[src/rtl/sudoku_board_arbiter_if.sv]
// Write-port bundle for the sudoku board: two requesters (A = mouse placement,
// B = recognizer) plus the clear-board control and its busy status.
interface sudoku_board_arbiter_if;
  logic       a_req;
  logic [3:0] a_row;
  logic [3:0] a_col;
  logic [3:0] a_val;
  logic       a_gnt;

  logic       b_req;
  logic [3:0] b_row;
  logic [3:0] b_col;
  logic [3:0] b_val;
  logic       b_gnt;

  logic       clr_board;
  logic       busy;

  // Requester side
  modport master (
    output a_req, a_row, a_col, a_val,
    output b_req, b_row, b_col, b_val,
    output clr_board,
    input  a_gnt, b_gnt, busy
  );

  // Board side
  modport slave (
    input  a_req, a_row, a_col, a_val,
    input  b_req, b_row, b_col, b_val,
    input  clr_board,
    output a_gnt, b_gnt, busy
  );
endinterface

[src/rtl/sudoku_board_arbiter.sv]
// Sudoku board store: 81 x 4-bit cells written by two round-robin arbitrated
// requesters or a sequential clear, and read continuously by a 2-stage VGA
// render pipeline that produces glyph ROM address/select per pixel.
module sudoku_board_arbiter #(
  parameter int unsigned CELL = 52,
  parameter int unsigned X0   = 86,
  parameter int unsigned Y0   = 6
) (
  input  logic                  clk,
  input  logic                  rst,
  sudoku_board_arbiter_if.slave bus,
  input  logic [9:0]            h_cnt,
  input  logic [9:0]            v_cnt,
  input  logic                  valid,
  output logic [11:0]           glyph_addr,
  output logic [3:0]            glyph_sel,
  output logic                  glyph_en
);

  localparam int unsigned BoardPx = 9 * CELL;
  localparam int unsigned OffW    = (CELL > 1) ? $clog2(CELL) : 1;

  typedef enum logic [0:0] {StIdle, StClear} state_e;

  state_e     state_q;
  logic       ptr_b_q;    // 0: A wins a tie, 1: B wins a tie
  logic [6:0] clr_idx_q;
  logic       busy_q;
  logic       a_gnt_q;
  logic       b_gnt_q;
  logic [3:0] board_q [81];

  // ---------------------------------------------------------------------------
  // Request decode and arbitration
  // ---------------------------------------------------------------------------
  logic       a_ok;
  logic       b_ok;
  logic [6:0] a_idx;
  logic [6:0] b_idx;
  logic       pick_a;
  logic       pick_b;

  // Range-check requests, form cell indices and pick the round-robin winner
  always_comb begin
    a_ok   = (bus.a_row <= 4'd8) && (bus.a_col <= 4'd8) && (bus.a_val <= 4'd9);
    b_ok   = (bus.b_row <= 4'd8) && (bus.b_col <= 4'd8) && (bus.b_val <= 4'd9);
    a_idx  = 7'(bus.a_row) * 7'd9 + 7'(bus.a_col);
    b_idx  = 7'(bus.b_row) * 7'd9 + 7'(bus.b_col);
    pick_a = bus.a_req && (!bus.b_req || !ptr_b_q);
    pick_b = bus.b_req && !pick_a;
  end

  // Control FSM: grants and board writes in idle, one-cell-per-cycle clear
  always_ff @(posedge clk) begin
    if (!rst) begin
      state_q   <= StIdle;
      ptr_b_q   <= 1'b0;
      clr_idx_q <= 7'd0;
      busy_q    <= 1'b0;
      a_gnt_q   <= 1'b0;
      b_gnt_q   <= 1'b0;
      for (int i = 0; i < 81; i++) begin
        board_q[i] <= 4'd0;
      end
    end else begin
      a_gnt_q <= 1'b0;
      b_gnt_q <= 1'b0;
      case (state_q)
        StIdle: begin
          if (bus.clr_board) begin
            // Clear takes precedence; pending requests wait until it finishes
            state_q   <= StClear;
            busy_q    <= 1'b1;
            clr_idx_q <= 7'd0;
          end else if (pick_a) begin
            a_gnt_q <= 1'b1;
            ptr_b_q <= 1'b1;
            if (a_ok) begin
              board_q[a_idx] <= bus.a_val;
            end
          end else if (pick_b) begin
            b_gnt_q <= 1'b1;
            ptr_b_q <= 1'b0;
            if (b_ok) begin
              board_q[b_idx] <= bus.b_val;
            end
          end
        end
        StClear: begin
          board_q[clr_idx_q] <= 4'd0;
          if (clr_idx_q == 7'd80) begin
            state_q   <= StIdle;
            busy_q    <= 1'b0;
            clr_idx_q <= 7'd0;
          end else begin
            clr_idx_q <= clr_idx_q + 7'd1;
          end
        end
        default: state_q <= StIdle;
      endcase
    end
  end

  assign bus.a_gnt = a_gnt_q;
  assign bus.b_gnt = b_gnt_q;
  assign bus.busy  = busy_q;

  // ---------------------------------------------------------------------------
  // Render pipeline
  // ---------------------------------------------------------------------------
  logic [31:0] dx;
  logic [31:0] dy;
  logic [31:0] x_c;
  logic [31:0] y_c;
  logic [3:0]  col_c;
  logic [3:0]  row_c;
  logic        in_c;

  // Pixel to cell/offset via a compare chain (cell count is fixed at 9)
  always_comb begin
    dx    = 32'(h_cnt) - X0;
    dy    = 32'(v_cnt) - Y0;
    col_c = 4'd0;
    row_c = 4'd0;
    x_c   = dx;
    y_c   = dy;
    for (int unsigned i = 1; i < 9; i++) begin
      if (dx >= i * CELL) begin
        col_c = 4'(i);
        x_c   = dx - i * CELL;
      end
      if (dy >= i * CELL) begin
        row_c = 4'(i);
        y_c   = dy - i * CELL;
      end
    end
    in_c = (32'(h_cnt) >= X0) && (32'(h_cnt) < X0 + BoardPx) &&
           (32'(v_cnt) >= Y0) && (32'(v_cnt) < Y0 + BoardPx);
  end

  logic [3:0]      s1_col;
  logic [3:0]      s1_row;
  logic [OffW-1:0] s1_x;
  logic [OffW-1:0] s1_y;
  logic            s1_in;
  logic            s1_valid;

  logic [6:0]  s1_idx;
  logic [3:0]  cell_val;
  logic [31:0] addr_c;
  logic        en_c;

  // Stage-2 lookup; the chain caps row/col at 8 so the index stays in range
  always_comb begin
    s1_idx   = 7'(s1_row) * 7'd9 + 7'(s1_col);
    cell_val = board_q[s1_idx];
    addr_c   = 32'(s1_y) * CELL + 32'(s1_x);
    en_c     = s1_in && s1_valid && (cell_val != 4'd0);
  end

  // Two pipeline stages: register geometry, then register glyph outputs
  always_ff @(posedge clk) begin
    if (!rst) begin
      s1_col     <= 4'd0;
      s1_row     <= 4'd0;
      s1_x       <= '0;
      s1_y       <= '0;
      s1_in      <= 1'b0;
      s1_valid   <= 1'b0;
      glyph_en   <= 1'b0;
      glyph_sel  <= 4'd0;
      glyph_addr <= 12'd0;
    end else begin
      s1_col     <= col_c;
      s1_row     <= row_c;
      s1_x       <= x_c[OffW-1:0];
      s1_y       <= y_c[OffW-1:0];
      s1_in      <= in_c;
      s1_valid   <= valid;
      glyph_en   <= en_c;
      glyph_sel  <= en_c ? cell_val : 4'd0;
      glyph_addr <= en_c ? addr_c[11:0] : 12'd0;
    end
  end

endmodule

[src/flat_wrapper.sv]
// flat-port wrapper written by rule: the top's interface ports become plain ports
module sudoku_board_arbiter_flat 
#(
  parameter int unsigned CELL = 52,
  parameter int unsigned X0   = 86,
  parameter int unsigned Y0   = 6
)
  (clk, rst, h_cnt, v_cnt, valid, glyph_addr, glyph_sel, glyph_en, bus_a_req, bus_a_row, bus_a_col, bus_a_val, bus_b_req, bus_b_row, bus_b_col, bus_b_val, bus_clr_board, bus_a_gnt, bus_b_gnt, bus_busy);
  sudoku_board_arbiter_if bus_i ();
  input  logic clk;
  input  logic rst;
  input  logic [9:0] h_cnt;
  input  logic [9:0] v_cnt;
  input  logic valid;
  output logic [11:0] glyph_addr;
  output logic [3:0] glyph_sel;
  output logic glyph_en;
  input wire logic [$bits(bus_i.a_req)-1:0] bus_a_req;
  input wire logic [$bits(bus_i.a_row)-1:0] bus_a_row;
  input wire logic [$bits(bus_i.a_col)-1:0] bus_a_col;
  input wire logic [$bits(bus_i.a_val)-1:0] bus_a_val;
  input wire logic [$bits(bus_i.b_req)-1:0] bus_b_req;
  input wire logic [$bits(bus_i.b_row)-1:0] bus_b_row;
  input wire logic [$bits(bus_i.b_col)-1:0] bus_b_col;
  input wire logic [$bits(bus_i.b_val)-1:0] bus_b_val;
  input wire logic [$bits(bus_i.clr_board)-1:0] bus_clr_board;
  output wire logic [$bits(bus_i.a_gnt)-1:0] bus_a_gnt;
  output wire logic [$bits(bus_i.b_gnt)-1:0] bus_b_gnt;
  output wire logic [$bits(bus_i.busy)-1:0] bus_busy;
  assign bus_i.a_req = bus_a_req;
  assign bus_i.a_row = bus_a_row;
  assign bus_i.a_col = bus_a_col;
  assign bus_i.a_val = bus_a_val;
  assign bus_i.b_req = bus_b_req;
  assign bus_i.b_row = bus_b_row;
  assign bus_i.b_col = bus_b_col;
  assign bus_i.b_val = bus_b_val;
  assign bus_i.clr_board = bus_clr_board;
  assign bus_a_gnt = bus_i.a_gnt;
  assign bus_b_gnt = bus_i.b_gnt;
  assign bus_busy = bus_i.busy;
  sudoku_board_arbiter #(.CELL(CELL), .X0(X0), .Y0(Y0)) u_core (.clk(clk), .rst(rst), .bus(bus_i), .h_cnt(h_cnt), .v_cnt(v_cnt), .valid(valid), .glyph_addr(glyph_addr), .glyph_sel(glyph_sel), .glyph_en(glyph_en));
endmodule
[config.mk]
export PLATFORM = sky130hd
export DESIGN_NAME = sudoku_board_arbiter_flat
export DESIGN_NICKNAME = d
export VERILOG_FILES = /design/src/rtl/sudoku_board_arbiter_if.sv /design/src/rtl/sudoku_board_arbiter.sv /design/src/flat_wrapper.sv
export SDC_FILE = /design/constraint.sdc
export NUM_CORES = 1
export LEC_CHECK = 0
export BUFFER_PORTS_ARGS = -buffer_cell sky130_fd_sc_hd__buf_2
export CORE_ASPECT_RATIO = 0.7
export CORE_UTILIZATION = 40
export DETAILED_ROUTE_END_ITERATION = 7
export PLACE_DENSITY = 0.6
export SYNTH_ARGS = -nofsm -noshare
export SYNTH_HDL_FRONTEND = slang
export SYNTH_SLANG_ARGS = --single-unit
[constraint.sdc]
create_clock -name clk -period 5.25 [get_ports clk]
set_input_delay 0.7875 -clock clk [delete_from_list [all_inputs] [get_ports clk]]
set_output_delay 0.7875 -clock clk [all_outputs]
set_load 0.005 [all_outputs]
**Word level (Yosys, flattened, before mapping)**

Memory sizes are Yosys's and may differ from the RTL's.
Cells that the tools add are included.

- Multiply operators: 4
- Reductions and logical operators: 27
- Order comparisons: 26
- Equal/unequal tests: 3
- Add/subtract/negate cells: 23
- Mux-type cells: 71
- Bitwise gates (word level): 3

Operator list:

| cell | count |
|---|---|
| 32-bit by 9-bit greater-or-equal comparator with 1-bit output, second input constant | 8 |
| 32-bit by 8-bit greater-or-equal comparator with 1-bit output, second input constant | 4 |
| 6-bit two-way mux | 16 |
| 32-bit by 6-bit greater-or-equal comparator with 1-bit output, second input constant | 2 |
| 32-bit by 7-bit greater-or-equal comparator with 1-bit output, second input constant | 2 |
| 6-bit subtractor, second input constant | 10 |
| 7-bit two-way mux | 5 |
| 1-bit two-way mux | 30 |
| 4-bit less-or-equal comparator, second input constant | 6 |
| 3-bit two-way mux | 8 |
| 6-bit by 5-bit subtractor with 6-bit output, second input constant | 4 |
| 7-bit by 4-bit adder with 7-bit output | 3 |
| 4-bit by 4-bit multiplier with 7-bit output, second input constant | 3 |
| 4-bit two-way mux | 5 |
| 4-bit OR reduction | 4 |
| 7-bit case mux with 2 select lines | 1 |
| 12-bit by 6-bit adder with 12-bit output | 1 |
| 6-bit by 3-bit subtractor with 6-bit output, second input constant | 2 |
| 1-bit logical AND | 11 |
| 10-bit by 3-bit subtractor with 11-bit output, second input constant | 1 |
| 10-bit by 7-bit subtractor with 11-bit output, second input constant | 1 |
| 10-bit by 3-bit greater-or-equal comparator with 1-bit output, second input constant | 1 |
| 10-bit by 7-bit greater-or-equal comparator with 1-bit output, second input constant | 1 |
| 10-bit < comparator, second input constant | 1 |
| other kinds (16) | 27 |

- Register bits after elaboration: 51
- Word-level logic and storage cells: 175
- Output and inout port bits: 20
- RAM bits: 324
- Memories: 1
- Input bits: 50

Memory list:

| memory | depth | width | rd ports | clocked after Yosys merged registers in | wr ports | RTL line | text |
|---|---|---|---|---|---|---|---|
| u_core.board_q | 81 | 4 | 1 | 0 | 81 | sudoku_board_arbiter.sv:31 | `logic [3:0] board_q [81];` |

**Depth between registers and ports, before layout**

Gate-level depths: netlist of run 1.

- Word-level depth: 14
- Gate-level depth with buffers: 16
- Depth with buffers taken out: 13

**Worst setup path after synthesis of run 1**

No wires, ideal clock.

- Path kind: input to register
- Start point: in rst
- End point: mem u_core.board_q[10][0] (data pin)
- Library setup time: 0.158 ns
- Slack: 1.238 ns
- Stages on the path: 9
- Path buffers: 2
- Arrival time: 3.854 ns
- Data required time: 5.092 ns
- Cell sequence: buf_2 -> nor3b_2 -> and3_1 -> nand4_1 -> buf_2 -> mux2i_1 -> nor2_1 -> nand2_1 -> nor2_1

RTL lines:

| what | RTL line | text |
|---|---|---|
| from (decl) | flat_wrapper.sv:11 | `input logic rst;` |
| to (decl) | sudoku_board_arbiter.sv:31 |  |

**Final worst setup path of run 1**

- Start point: reg u_core.s1_row[3]
- End point: reg u_core.glyph_addr[4]

- Longest elaborated chain between the ends: 6

RTL lines:

| what | RTL line | text |
|---|---|---|
| from (decl) | sudoku_board_arbiter.sv:142 | `logic [3:0] s1_row;` |
| from (signal assigned) | sudoku_board_arbiter.sv:175 | `s1_row <= row_c;` |
| 4-bit by 4-bit multiplier with 7-bit output | sudoku_board_arbiter.sv:155 | `s1_idx = 7'(s1_row) * 7'd9 + 7'(s1_col);` |
| 7-bit by 4-bit adder with 7-bit output | sudoku_board_arbiter.sv:155 |  |
| memory 81 x 4 bit | n/a |  |
| 4-bit nonzero test | sudoku_board_arbiter.sv:158 | `en_c = s1_in && s1_valid && (cell_val != 4'd0);` |
| 1-bit logical AND | sudoku_board_arbiter.sv:158 |  |
| 2-bit AND reduction (no source line) | n/a |  |
| to (signal assigned) | sudoku_board_arbiter.sv:182 | `glyph_addr <= en_c ? addr_c[11:0] : 12'd0;` |
| to (decl) | sudoku_board_arbiter.sv:15 | `output logic [11:0] glyph_addr,` |

Every way passes these cells.
A chain may end at the register's enable or synchronous reset.

==> metrics.yaml, run 1 <==
outcome:
  status: "finished clean"
synth:
  synth.distinct_cells: 81
  synth_top_cells_by_area: "edfxtp_1, mux4_2, nor2_1, ha_1, dfxtp_1"
  ys_ff_latch: 563
  synth_largest_area_cell: "edfxtp_1"
  synth_area_um2: 27500
  synth_top_area_frac: 0.559
  synth-edff-count: 512
  synth_ff_type: "edfxtp_1"
  syn_avg_cell_area_um2: 13.1
  syn_inst: 2096
  syn-num-nets: 2236
  yosysSeqAreaShare: 0.596
  async_reset_ff_frac: 0
  ys_warn_count: 0
placement:
  placed_cells: 2987
  place_hpwl_um: 53600
  io_buffers: 69
  gp_congestion: 0.906
  place_ws_ps: 135
worst_setup_path:
  r2r_setup_slack_ps: 300
  crit_path_end_kind: "flop"
  critPathKind: "reg2reg"
  start_kind: "flop"
  cp.required_ps: 5780
  worstPathArrival_ps: 5480
  worstPathMaxFanout: 17
cts:
  htree_levels: 2
  worstSkewPairLatency_ps: 610
  cts_buffers: 55
  cts_buffer_depth: 3
  root_buffer: "clkbuf_16"
  cts_tree: "yes"
  clkSlewWorstSetupHoldPaths_ps: 60
  cts.sinks: 563
detailed_routing:
  wl_per_cell_um: 25.0
  wl_met2_um: 31600
  vias_per_cell: 5.87
  dr.pass1.iters: 6
  vias: 18100
  drc: 0
  dr.max_layer_used: "met4"
  routed_wl_um: 77200
  drtIter0Drc: 2543
  dr_wl_met3_um: 9880
  ant_nets: 0
  wl_met1_um: 34400
worst_hold_path:
  hold_class: "in2reg"
power_and_ir_drop:
  p_leak_nw: 10.4
  power.net_switching_mw: 3.06
  fin_total_pwr_mw: 11.0
  p_int_mw: 7.95
  pwr-share-seq: 0.460
  p_sw_frac: 0.278
  power.share.combinational: 0.192
  clkPwrFrac: 0.348
  peakVddDrop_uv: 239
  p_per_area_nw_per_um2: 360
floorplanning:
  die_area_um2: 69800
  dieWidth_um: 315
  top_level_ports: 70
  core_um2: 68100
  start_util: 0.404
  fp-row-count: 80
  die_h_um: 221
timing:
  fin_skew_ps: 15.3
  drv_slew: 0
  setup_violations: 0
  period_share: 0.943
  slew_headroom: 0.280
  hold_viol: 0
  tns_ps: 0
  rsz0062_at_grt: "no"
  worst_slack_ps: 298
  worst_slew_pin_slew_ps: 1080
  max_freq_ghz: 0.202
  period_minus_slack_ps: 4950
cells_and_area:
  finish.utilization: 0.449
  layout-drive-gt1-share: 0.168
  stdcell_count: 3089
  nNetsFinal: 2282
  areaGrowthSynthToFinish_pct: 11.2
grt:
  antenna_found_initial: 1
  grt_start_max_net_pins: 63
  grt_pass1_wl_um: 113000
  grt-ovfl-total: 0
  grt_pass1_vias: 17400
  groute.usage.overall: 0.221
flow_run:
  max_cap_viol_count: 0
-- cell usage in the layout, fill, tap and decap left out, drive strengths merged, types with 57 or more instances in the layout --
master and instances:
a21oi 63, clkbuf 68, inv 57, nand2 116, ha 83, o21ai 117, buf 117, nor2 438
mux4 136, edfxtp 512
-- cells by family after synthesis --
| family | synth area share |
|---|---|
| DFF | 0.596 |
| and+or+nand+nor | 0.114 |
| buffers and inverters | 0.0294 |
| AOI/OAI and AO/OA | 0.0712 |
| xor gates and xnor gates | 0.0166 |
| adders and majority gates | 0.0429 |
| muxes | 0.130 |
-- through the flow --
step	hold WS, ps	instance area [um^2]
2_1_floorplan	406	27500
3_3_place_gp	437	28900
3_5_place_dp	432	28900
4_1_cts	392	30600
5_1_grt	413	30600
6_report	416	30600
-- per-layer routing --
metal  vias to the layer above  track usage
met2                      1019        0.298
li1                       7917            -
met5                         -            0
met4                         0       0.0524
met1                      9111        0.344
met3                        98       0.0649
-- power by group through the flow --
stage | Sequential, mW | Combinational (mW) | Clock (mW)
floorplan | 5.13 | 1.44 | 0
global placement | 5.16 | 2.06 | 0
detailed placement | 5.16 | 2.07 | 0
CTS | 5.07 | 2.09 | 3.89
global route | 5.08 | 2.27 | 4.04
finish | 5.07 | 2.11 | 3.83
-- area by class of cell --
class | count | area [um^2]
antenna | 1 | 2.50
clock buffer | 68 | 1480
clock inverter | 33 | 236
fill | 6046 | 37500
inverter | 54 | 203
multi-input combinational | 1351 | 10400
sequential | 563 | 16400
tap | 902 | 1130
timing repair buffer | 117 | 768
-- path summary, 6_finish.rpt --
kind / start / end / cells past startpoint
max: u_core.s1_row[3] / u_core.glyph_addr[4] / 12
min: valid / u_core.s1_valid / 2
max reg2reg: u_core.s1_row[3] / u_core.glyph_addr[4] / 12
min reg2reg: u_core.s1_x[0] / u_core.glyph_addr[0] / 1
-- critical path, cell delays in order (launching register included) --
cell       delay, ps
dfxtp_1          450
ha_1             280
ha_1             280
ha_1             290
a211oi_2         320
nor2_2           140
xnor2_4          690
mux4_2           420
mux2i_1          120
a2111oi_0        700
nand4b_1         340
a41oi_4          590
nor3b_2          260
-- synth_stat cells (15+ instances only) --
cell	instances
mux2i_1	43
nand3_1	19
dfxtp_1	51
a211oi_1	23
xnor2_1	34
buf_2	18
o21ai_0	113
nor3_1	24
ha_1	83
mux4_2	136
clkbuf_1	86
nand2_1	116
and3_1	17
nor2_1	437
a21oi_1	62
edfxtp_1	512
nor2b_1	23
and2_1	15
inv_1	53
-- state kept, by name, indices dropped and copies added, names as in the netlist, 4 cells and up --
| name | count |
|---|---|
| u_core.s1_y | 6 |
| u_core.clr_idx_q | 7 |
| u_core.glyph_addr | 12 |
| u_core.s1_x | 6 |
| u_core.board_q | 512 |
| u_core.glyph_sel | 4 |
| u_core.s1_row | 4 |
| u_core.s1_col | 4 |
-- timing repair --
action | 4_1_cts | 5_1_grt
setup buffers | 0 | 0
gates resized for setup | 0 | 2
endpoints found under the hold margin | 0 | 0
hold buffers | 0 | 0
setup endpoints to repair | 0 | 13
No activity file was read; power rests on OpenSTA's default activity.
==> run 2, diff against run 1 <==
--- a/config.mk
+++ b/config.mk
@@ -5,6 +5,7 @@
 export SDC_FILE = /design/constraint.sdc
 export NUM_CORES = 1
 export LEC_CHECK = 0
+export ABC_AREA = 1
 export BUFFER_PORTS_ARGS = -buffer_cell sky130_fd_sc_hd__buf_2
 export CORE_ASPECT_RATIO = 0.7
 export CORE_UTILIZATION = 40
==> run 2 against run 1 <==
Against the previous run: cell area up 0.25%; combinational power rose by 11%; core utilization fell by 0.084 points; non-clock buffer count down 8; highest routed layer unchanged; largest cell class unchanged.
==> metrics.yaml, run 2 <==
outcome:
  status: "finished clean"
cts:
  root_buffer: "clkbuf_16"
  cts_tree: "yes"
  cts_buffers: 56  # +1.8%
  cts_buffer_depth: 3  # unchanged
  htree_levels: 2  # unchanged
  ctsHoldBuffers: 0  # unchanged
  cts_resized: 0  # unchanged
  worstSkewPairLatency_ps: 610  # about the same
  post-cts-setup-buffers: 0  # unchanged
  clkSlewWorstSetupHoldPaths_ps: 80  # +20 ps
  cts.sinks: 563  # unchanged
worst_hold_path:
  hold_class: "in2reg"
power_and_ir_drop:
  peakVddDrop_uv: 236  # -1.3%
  p_per_area_nw_per_um2: 367  # +2.0%
  p_leak_nw: 11.6  # +11%
  fin_total_pwr_mw: 11.3  # +2.3%
floorplanning:
  start_util: 0.406  # +0.00165
  die_area_um2: 70400  # +0.84%
  core_um2: 68400  # +0.44%
  top_level_ports: 70  # unchanged
  die_h_um: 222  # +0.42%
  dieWidth_um: 317  # +0.42%
  fp-row-count: 80  # unchanged
synth:
  syn_inst: 2851  # +36%
  syn-num-nets: 2991  # +34%
  synth-edff-count: 512  # unchanged
  synthTopCellsByCount: "nor2_1, edfxtp_1, nand2_1"
  synth_largest_area_cell: "edfxtp_1"
  synth.most_common_cell: "nor2_1"
  synth_ff_type: "edfxtp_1"
  async_reset_ff_frac: 0  # unchanged
  synth_top_area_frac: 0.554  # -0.00472
  synth_top_cells_by_area: "edfxtp_1, nor2_1, o21ai_0, nand2_1, ha_1"
  ys_warn_count: 0  # unchanged
  synth_area_um2: 27700  # +0.85%
  ys_ff_latch: 563  # unchanged
  synth.distinct_cells: 44  # -46%
  syn_avg_cell_area_um2: 9.73  # -26%
  yosysSeqAreaShare: 0.591  # -0.00503
placement:
  placed_cells: 3694  # +24%
  io_buffers: 69  # unchanged
  gp_congestion: 0.870  # -3.9%
  place_hpwl_um: 49800  # -7.0%
grt:
  antenna_found_initial: 0  # -1
  groute.usage.overall: 0.219  # -0.00188
  grt_start_max_net_pins: 257  # +310%
  grt-ovfl-total: 0  # unchanged
  grt_pass1_vias: 20600  # +18%
  grt_pass1_wl_um: 120000  # +5.6%
timing:
  drv_slew: 0  # unchanged
  max_freq_ghz: 0.249  # +24%
  period_minus_slack_ps: 4010  # -943 ps
  worst_slew_pin_slew_ps: 1110  # +32.6 ps
  hold_slack_ps: 359  # -56.4 ps
  hold_viol: 0  # unchanged
  setup_violations: 0  # unchanged
  fin_skew_ps: 25.0  # +9.69 ps
  period_share: 0.764  # -0.180
  rsz0062_at_grt: "no"
  tns_ps: 0  # unchanged
  slew_headroom: 0.258  # -0.0217
detailed_routing:
  vias: 21300  # +18%
  ant_nets: 0  # unchanged
  drtIter0Drc: 2604  # +2.4%
  vias_per_cell: 5.62  # -4.3%
  routed_wl_um: 77400  # +0.17%
  wl_per_cell_um: 20.4  # -18%
  drc: 0  # unchanged
  dr.pass1.iters: 5  # -1
cells_and_area:
  top_register: "u_core.board_q"
  layout-drive-gt1-share: 0.0830  # -0.0854
  stdcell_count: 3794  # +23%
  regArea_um2: 16400  # unchanged
  nNetsFinal: 2990  # +31%
  finish.utilization: 0.448  # -0.000838
  most-common-layout-cells: "nor2_1, edfxtp_1, nand2_1, o21ai_0, nand3_1"
  multiInputGateArea_um2: 10100  # -2.3%
  areaGrowthSynthToFinish_pct: 10.6
  top_regs: "u_core.board_q (512), u_core.glyph_addr (12), u_core.clr_idx_q (7)"
  num_antenna_cells: 0  # -1
  final_common_cell: "nor2_1"
  n_fill_cell: 6398  # +5.8%
  largest_reg_flops: 512  # unchanged
worst_setup_path:
  max_stage_delay_ps: 900  # +200 ps
  worstPathMaxFanout: 32  # +15
  start_kind: "flop"
  worstPathArrival_ps: 4460  # -1020 ps
  cp.required_ps: 5700  # -80 ps
  cp_cell_sequence: "ha_1 -> ha_4 -> inv_1 -> fa_2 -> buf_4 -> o221ai_1 -> nand3_1 -> nand3_1 -> nand3_1 -> nand3_1 -> nand2_1 -> nand2_1 -> nor2_4 -> nor3_1"
  critPathKind: "reg2reg"
  cpMostUsedCell: "nand3_1"
  critPathSlowestCell: "fa_2"
  crit_path_end_kind: "flop"
flow_run:
  max_cap_viol_count: 0  # unchanged
run 2: changes by cell type after synthesis, sizes merged, moves of 41 or more:
cell / change
mux4: -136
o211ai: +45
clkbuf: +41
nand2: +235
inv: +88
o21ai: +183
nand3: +159
mux2i: -43
nor2: +311
o221ai: +78
run 2: path summary, 6_finish.rpt:
| kind | startpoint | to | slack, ps | cells past startpoint |
|---|---|---|---|---|
| setup / recovery | u_core.s1_row[1] | u_core.glyph_addr[10] | 1240 | 14 |
| hold / removal | valid | u_core.s1_valid | 360 | 3 |
| setup reg to reg | u_core.s1_row[1] | u_core.glyph_addr[10] | 1240 | 14 |
| hold reg to reg | u_core.s1_x[0] | u_core.glyph_addr[0] | 460 | 1 |
run 2: layout make-up:
| class | count | share of cell area |
|---|---|---|
| Tap cell | 902 | 0.0368 |
| Sequential cell | 563 | 0.535 |
| Clock buffer | 71 | 0.0486 |
| Multi-Input combinational cell | 1976 | 0.331 |
| Clock inverter | 29 | 0.00743 |
| Timing Repair Buffer | 109 | 0.0240 |
| Inverter | 144 | 0.0178 |
run 2: kinds of logic after synthesis:
kind of cell / share of synthesized area
and+or+nand+nor: 0.195
buffers and inverters: 0.0451
DFF: 0.591
adders and majority gates: 0.0425
xor gates and xnor gates: 0.0132
AOI/OAI and AO/OA: 0.113
run 2: power breakdown:
part           internal (mW)  switching (mW)  leakage [nW]
logic                  0.658            1.69          5.29
clock network           2.15            1.73         0.851
registers               5.00          0.0413          5.49
total                   7.80            3.46          11.6
run 2: worst max-delay path, delay by kind of cell, from the launching register on:
kind	cells	cell delay [ps]
simple gates	8	1430
compound gates	1	240
buf+inv	2	510
fa+ha+maj	3	1350
flops	1	320
run 2: layer usage:
layer | track usage | wire length (um)
met1 | 0.333 | 35400
met4 | 0.0492 | 1450
met3 | 0.0470 | 7890
met5 | 0 | 0
met2 | 0.318 | 32600
run 2: stage by stage:
| step | area [um^2] | worst slack [ps] |
|---|---|---|
| finish | 30700 | 1240 |
| global route | 30700 | 1060 |
| CTS | 30700 | 1290 |
| detailed placement | 28900 | 780 |
| global placement | 28900 | 806 |
| floorplan | 27700 | 1030 |
